===== src/rtl/ws2812_tx.sv =====
// WS2812 single-wire transmitter: pulse-width codes a packed GRB frame MSB first, then holds the line low to latch.
// dout/busy change on the accepting edge itself; extra start edges while busy are dropped, never queued.
module ws2812_tx #(
  parameter int NUM_LEDS  = 5,
  parameter int T0H       = 40,
  parameter int T1H       = 80,
  parameter int TBIT      = 125,
  parameter int RESET_CYC = 30000
) (
  input  logic                    clk,
  input  logic                    reset_n,
  input  logic                    start,
  input  logic [24*NUM_LEDS-1:0]  grb_in,
  output logic                    dout,
  output logic                    busy,
  output logic                    done
);

  localparam int NBITS  = 24 * NUM_LEDS;
  localparam int TMAX   = (TBIT > RESET_CYC) ? TBIT : RESET_CYC;
  localparam int TCNT_W = $clog2(TMAX);
  localparam int BCNT_W = $clog2(NBITS) + 1;

  localparam logic [TCNT_W-1:0] TBIT_LAST = TCNT_W'(TBIT - 1);
  localparam logic [TCNT_W-1:0] RST_LAST  = TCNT_W'(RESET_CYC - 1);
  localparam logic [TCNT_W-1:0] T0H_V     = TCNT_W'(T0H);
  localparam logic [TCNT_W-1:0] T1H_V     = TCNT_W'(T1H);
  localparam logic [BCNT_W-1:0] BIT_LAST  = BCNT_W'(NBITS - 1);

  typedef enum logic [1:0] {IDLE, SEND, LATCH} state_t;

  state_t              state_q, state_d;
  logic [TCNT_W-1:0]   tcnt_q, tcnt_d;
  logic [BCNT_W-1:0]   bcnt_q, bcnt_d;
  logic [NBITS-1:0]    sreg_q, sreg_d;
  logic                start_q;
  logic                armed_q;
  logic                dout_q, dout_d;
  logic                busy_q, busy_d;
  logic                done_q, done_d;
  logic                start_edge;
  logic [TCNT_W-1:0]   thresh;

  // armed_q blocks a level held high across reset release from posing as a fresh edge.
  assign start_edge = start & ~start_q & armed_q;

  always_comb begin
    state_d = state_q;
    tcnt_d  = tcnt_q;
    bcnt_d  = bcnt_q;
    sreg_d  = sreg_q;
    done_d  = 1'b0;
    case (state_q)
      IDLE: begin
        if (start_edge) begin
          sreg_d  = grb_in;
          tcnt_d  = '0;
          bcnt_d  = '0;
          state_d = SEND;
        end
      end
      SEND: begin
        if (tcnt_q == TBIT_LAST) begin
          tcnt_d = '0;
          sreg_d = {sreg_q[NBITS-2:0], 1'b0};
          bcnt_d = bcnt_q + BCNT_W'(1);
          if (bcnt_q == BIT_LAST) state_d = LATCH;
        end else begin
          tcnt_d = tcnt_q + TCNT_W'(1);
        end
      end
      LATCH: begin
        if (tcnt_q == RST_LAST) begin
          tcnt_d  = '0;
          state_d = IDLE;
          done_d  = 1'b1;
        end else begin
          tcnt_d = tcnt_q + TCNT_W'(1);
        end
      end
      default: state_d = IDLE;
    endcase
    // dout is registered, so it is derived from next-cycle bit/count to stay aligned with tcnt.
    thresh = sreg_d[NBITS-1] ? T1H_V : T0H_V;
    dout_d = (state_d == SEND) && (tcnt_d < thresh);
    busy_d = (state_d != IDLE);
  end

  always_ff @(posedge clk or negedge reset_n) begin
    if (!reset_n) begin
      state_q <= IDLE;
      tcnt_q  <= '0;
      bcnt_q  <= '0;
      sreg_q  <= '0;
      start_q <= 1'b0;
      armed_q <= 1'b0;
      dout_q  <= 1'b0;
      busy_q  <= 1'b0;
      done_q  <= 1'b0;
    end else begin
      state_q <= state_d;
      tcnt_q  <= tcnt_d;
      bcnt_q  <= bcnt_d;
      sreg_q  <= sreg_d;
      start_q <= start;
      armed_q <= 1'b1;
      dout_q  <= dout_d;
      busy_q  <= busy_d;
      done_q  <= done_d;
    end
  end

  assign dout = dout_q;
  assign busy = busy_q;
  assign done = done_q;

endmodule

===== config.mk =====
export PLATFORM = sky130hd
export DESIGN_NAME = ws2812_tx
export DESIGN_NICKNAME = d
export VERILOG_FILES = /design/src/rtl/ws2812_tx.sv
export SDC_FILE = /design/constraint.sdc
export NUM_CORES = 1
export LEC_CHECK = 0
export BUFFER_PORTS_ARGS = -buffer_cell sky130_fd_sc_hd__buf_4
export CAP_MARGIN = 20
export CORE_ASPECT_RATIO = 1.25
export CORE_MARGIN = 2
export CORE_UTILIZATION = 34
export CTS_CLUSTER_SIZE = 30
export DETAILED_ROUTE_END_ITERATION = 16
export GPL_ROUTABILITY_DRIVEN = 0
export PLACE_DENSITY = 0.63
export SYNTH_ARGS = -nofsm -noshare
export SYNTH_HDL_FRONTEND = slang
export SYNTH_SLANG_ARGS = --single-unit
export TNS_END_PERCENT = 10

===== constraint.sdc =====
create_clock -name clk -period 3.22 [get_ports clk]
set_input_delay 0.644 -clock clk [delete_from_list [all_inputs] [get_ports clk]]
set_output_delay 0.644 -clock clk [all_outputs]
set_load 0.01 [all_outputs]

== Word level (Yosys, flattened, before mapping) ==
Cells that the tools add are included.

* $add $sub $neg: 2
* $lt $le $gt $ge: 1
* Equal/unequal tests: 8
* Multiplexer cells: 18
* Bitwise gates (word level): 3
* Reductions and logical operators: 5

{| class="wikitable"
|+ Operators with widths
! operator !! number
|-
| $mux W120 || 2
|-
| $pmux W120 S2 || 1
|-
| $mux W15 || 3
|-
| $pmux W15 S3 || 1
|-
| $mux W8 || 2
|-
| $pmux W8 S2 || 1
|-
| $add A15 B1 Y15 const B || 1
|-
| $eq A15 B15 Y1 const B || 1
|-
| $eq A15 B7 Y1 const B || 1
|-
| $lt A15 B7 Y1 || 1
|-
| $add A8 B1 Y8 const B || 1
|-
| $eq A8 B7 Y1 const B || 1
|-
| $mux W2 || 4
|-
| $mux W7 || 1
|-
| $pmux W2 S3 || 1
|-
| $eq A2 B1 Y1 const B || 2
|-
| $ne A2 B2 Y1 const B || 2
|-
| $reduce_bool A2 Y1 || 2
|-
| $reduce_and A3 Y1 || 1
|-
| $and A1 B1 Y1 || 2
|-
| $eq A2 B2 Y1 const B || 1
|-
| $logic_not A2 Y1 || 1
|-
| $mux W1 || 2
|-
| $logic_and A1 B1 Y1 || 1
|-
| $not A1 Y1 || 1
|}

* Flip-flop bits (word level): 150
* Input port bits: 123
* Word-level logic and storage cells: 47

== Logic depth before layout (Yosys ltp) ==
* Word-level depth: 8
* Mapped depth: 14
* Gate-level depth less buffers: 12

== Least setup slack after synthesis ==
Ideal clock, no wire load.

* Path type: register to register
* From: reg tcnt_q[0]
* To: reg dout_q (netlist: dout)
* Setup time: 68 ps
* Data arrival time: 2,673 ps
* Required time: 3,152 ps
* Setup slack: 480 ps
* Stages on the path, launching flop included: 13
* Clock period less this slack: 2,740 ps
* Path through: dfrtp_1 > inv_1 > ha_1 > nor4b_1 > nand3_1 > nor4_1 > a22o_1 > a21o_4 > inv_1 > ha_1 > a21oi_1 > nor4b_1 > and4_1

* Cells in the longest elaborated chain, start to end: 6
* Elaborated cells on any way between the ends: 16

{| class="wikitable"
|+ RTL lines
! item !! RTL line !! source
|-
| from (decl) || 33 || <nowiki>logic [TCNT_W-1:0] tcnt_q, tcnt_d;</nowiki>
|-
| from (signal assigned) || 102 || <nowiki>tcnt_q <= tcnt_d;</nowiki>
|-
| $eq A15 B7 Y1 || 63 || <nowiki>if (tcnt_q == TBIT_LAST) begin</nowiki>
|-
| $mux W120 || 63 ||
|-
| $pmux W120 S2 || 53 || <nowiki>case (state_q)</nowiki>
|-
| net sreg_d[119] || 35 || <nowiki>logic [NBITS-1:0] sreg_q, sreg_d;</nowiki>
|-
| $mux W7 || 84 || <nowiki>thresh = sreg_d[NBITS-1] ? T1H_V : T0H_V;</nowiki>
|-
| $lt A15 B7 Y1 || 85 || <nowiki>dout_d = (state_d == SEND) && (tcnt_d < thresh);</nowiki>
|-
| $logic_and A1 B1 Y1 || 85 ||
|-
| net dout_d || 38 || <nowiki>logic dout_q, dout_d;</nowiki>
|-
| to (signal assigned) || 107 || <nowiki>dout_q <= dout_d;</nowiki>
|-
| to (decl) || 38 ||
|}

The timed path passes the listed nets, and every way through them passes these cells. The select of a mux whose other input is x is not followed.
A chain may end at the register's enable or synchronous reset.

== Final worst setup path ==
Same ends and word-level chain as after synthesis.

==> results.sh <==
export IMPL_grt_overflow=0
export IMPL_ys_flop_type="dfrtp_1"
export IMPL_rr_worst_depth=12
export IMPL_synth_adder_area_share_pct=1.116
export IMPL_clock_skew_ps=8.940
export IMPL_fillers=1931
export IMPL_synth_most_common_cell="nand2_1"
export IMPL_grt_pass1_wl_microns=26920
export IMPL_worst_pin_slew_ps=692.1
export IMPL_slew_limit_headroom_pct=53.86
export IMPL_synth_cell_types=51
export IMPL_synth_compound_area_share_pct=17.57
export IMPL_p_leak_nw=4.256
export IMPL_die_x_microns=129.8
export IMPL_rsz0062_at_grt="false"
export IMPL_dpl_cell_area_sq_mm=0.007915
export IMPL_drtPass1Iterations=5
export IMPL_area_delta_synth_final_pct=26.61
export IMPL_grt_max_degree=125
export IMPL_synth_top_cell_area_share_pct=55.82
export IMPL_diodes=0
export IMPL_htreeDepth=4
export IMPL_die_area_sq_mm=0.02092
export IMPL_pin_count=126
export IMPL_setup_violations_final=0
export IMPL_period_minus_slack_ps=2874
export IMPL_tns_ps=0
export IMPL_ys_ff_latch=150
export IMPL_ys_warnings_count=0
export IMPL_slew_viol_final=0
export IMPL_vias=5424
export IMPL_worst_ep_required_time_ps=3570
export IMPL_worstSetupEndpoint="dout$_DFF_PN0_"
export IMPL_final_util_pct=43.89
export IMPL_synth_top_family_by_area="simple AND/OR/NAND/NOR gates"
export IMPL_critPathMaxFanout=6
export IMPL_synth_simple_area_share_pct=20.45
export IMPL_fin_nets=943
export IMPL_synthTopCellsByArea="dfrtp_1 (56%), nand2_1 (14%), a22oi_1 (13%)"
export IMPL_synth_edf_count=0
export IMPL_initial_core_util_pct=34.66
export IMPL_drc=0
export IMPL_grt_pass1_vias=5386
export IMPL_p_per_area_mw_per_mm2=641.1
export IMPL_fin_area_sq_mm=0.008513
export IMPL_r2r_start="tcnt_q[0]$_DFFE_PN0P_"
export IMPL_startpoint="tcnt_q[0]$_DFFE_PN0P_"
export IMPL_drv_cap=0
export IMPL_critPathKind="register to register"
export IMPL_clock_path_buffers=2
export IMPL_power_share_clock_pct=36.7
export IMPL_max_clock_freq_mhz=347.9
export IMPL_first_iter_violations=367
export IMPL_cts_setup_buffers=0
export IMPL_period_share_pct=89.26
export IMPL_power_frac_comb_pct=15.8
export IMPL_netlist_area_sq_mm=0.006724
export IMPL_antenna_found_initial=0
export IMPL_critical_path_arrival_ps=3220
export IMPL_viasPerCell=4.967
export IMPL_grtUsageTotal_pct=16.09
export IMPL_rows=57
export IMPL_r2r_end="dout$_DFF_PN0_"
export IMPL_syn_avg_cell_area_sq_um=9.538
export IMPL_r2r_setup_slack_ps=350
export IMPL_synth_largest_area_cell="dfrtp_1"
export IMPL_hold_ws_ps=215.4
export IMPL_p_seq_share_pct=47.4
export IMPL_p_sw_share_pct=28.66
export IMPL_wirelength_microns=16330
export IMPL_synth_common_cells="nand2_1 (255), dfrtp_1 (150), a22oi_1 (118), clkbuf_1 (40), nor2_1 (18)"
export IMPL_syn_inst=705
export IMPL_synth_async_reset_ratio_pct=100.0
export IMPL_cp_start_kind="register"
export IMPL_synth_nets=834
export IMPL_worst_hold_path_type="input pin to async pin"
export IMPL_cts_buffers_inserted=17
export IMPL_outcome="finished, final reports clean"
export IMPL_hold_viol=0
export IMPL_path_clk_slew_ps=60
export IMPL_cts_sinks=150
export IMPL_cts_resized=0
export IMPL_hpwl_microns=10370
export IMPL_multi_input_area_sq_mm=0.002743
export IMPL_p_total_mw=5.458
export IMPL_drtAntennaViolNets=0
export IMPL_p_sw_mw=1.564
export IMPL_holdBufCountCts=0
export IMPL_clockRootBuffer="clkbuf_16"
export IMPL_yosysSeqAreaShare_pct=55.82
export IMPL_yosys_mux_area_fraction_pct=0.1675
export IMPL_end_kind="register"
export IMPL_wire_per_inst_microns=14.96
export IMPL_regArea_sq_mm=0.003754
export IMPL_power_internal_mw=3.894
export IMPL_port_buffers=125
export IMPL_cts_tree="done"
export IMPL_core_region_area_sq_mm=0.01940
export IMPL_drive_gt1_share_pct=22.13
export IMPL_vdd_drop_max_v=0.0003347
export IMPL_synth_xor_area_share_pct=1.172
export IMPL_die_height_microns=161.2
export IMPL_insertion_delay_ps=420
-- metrics by stage --
| stage | cells | setup WS (ps) |
|---|---|---|
| 2_1_floorplan | 705 | 479.5 |
| 3_3_place_gp | 1060 | 468.3 |
| 3_5_place_dp | 1060 | 397.5 |
| 4_1_cts | 1092 | 342.9 |
| 5_1_grt | 1092 | 199.5 |
| 6_report | 1092 | 345.7 |
-- sequential cells by signal, indices dropped and copies added, names as in the netlist, 2 cells and up --
signal   cells
sreg_q     120
tcnt_q      15
state_q      2
bcnt_q       8
-- power groups by stage --
stage	combinational (mW)	sequential, mW	clock, mW
floorplan	0.573	2.54	0
global placement	0.854	2.61	0
detailed placement	0.875	2.61	0
CTS	0.876	2.59	2.07
global route	0.999	2.64	2.15
finish	0.864	2.59	2.01
-- worst min-delay path by stage --
stage                              end  slack, ps  depth (start not counted)
2_1_floorplan        armed_q$_DFF_PN0_        350                          0
3_3_place_gp   sreg_q[102]$_DFFE_PN0P_        460                          2
3_5_place_dp    sreg_q[75]$_DFFE_PN0P_        460                          2
4_1_cts         sreg_q[32]$_DFFE_PN0P_        240                          1
5_1_grt         sreg_q[32]$_DFFE_PN0P_        260                          1
6_report        sreg_q[41]$_DFFE_PN0P_        220                          1
-- worst max-delay path, stage by stage, from the launching register on --
cell     delay (ps)
dfrtp_1         430
inv_1            80
ha_1            130
nor4b_1         340
nand3_1         130
nor4_1          350
a22o_1          220
a21o_4          110
inv_1            60
ha_1            300
a21oi_1         210
nor4b_1         240
and4_1          220
-- cell families (layout without fill, tap and decap cells) --
family | after synthesis | count (layout)
fa+ha+maj | 6 | 6
buf+inv | 55 | 177
xor+xnor | 9 | 9
simple gates | 325 | 325
compound gates | 158 | 158
mux | 1 | 1
flops | 150 | 150
other cells | 1 | 1
-- placed cells by master, fill, tap and decap left out, types with 3 or more instances in the layout --
cell type / netlist / routed
o31ai_1: 3 / 3
and3_1: 4 / 4
ha_1: 6 / 6
nor4_1: 4 / 4
nand4_1: 9 / 9
nand2_1: 255 / 255
nand4b_1: 3 / 3
clkinv_2: 0 / 3
o21ai_0: 4 / 4
clkbuf_16: 0 / 17
a22oi_1: 118 / 118
nor3_1: 3 / 3
a21oi_1: 7 / 7
a31oi_1: 3 / 3
nor2_1: 18 / 16
inv_1: 8 / 8
or2_2: 3 / 3
inv_6: 0 / 4
xor2_1: 8 / 8
o21ai_1: 7 / 7
nand3_1: 9 / 9
buf_4: 1 / 134
dfrtp_1: 150 / 150
-- cell type report --
cell class | count | area share, %
sequential | 150 | 44.09
multi-input combinational | 500 | 32.22
timing repair buffer | 137 | 12.42
clock buffer | 19 | 5.320
tap | 265 | 3.895
clock inverter | 13 | 1.705
inverter | 8 | 0.3527
-- routing by layer --
metal | global-route usage, % | wire (microns) | vias to the layer above
met5 | 0 | 0 | -
met4 | 4.985 | 217 | 0
met3 | 4.505 | 854 | 12
met2 | 25.06 | 7761 | 120
met1 | 21.80 | 7500 | 2624
li1 | - | - | 2668
Power figures use the tool's default switching activity.
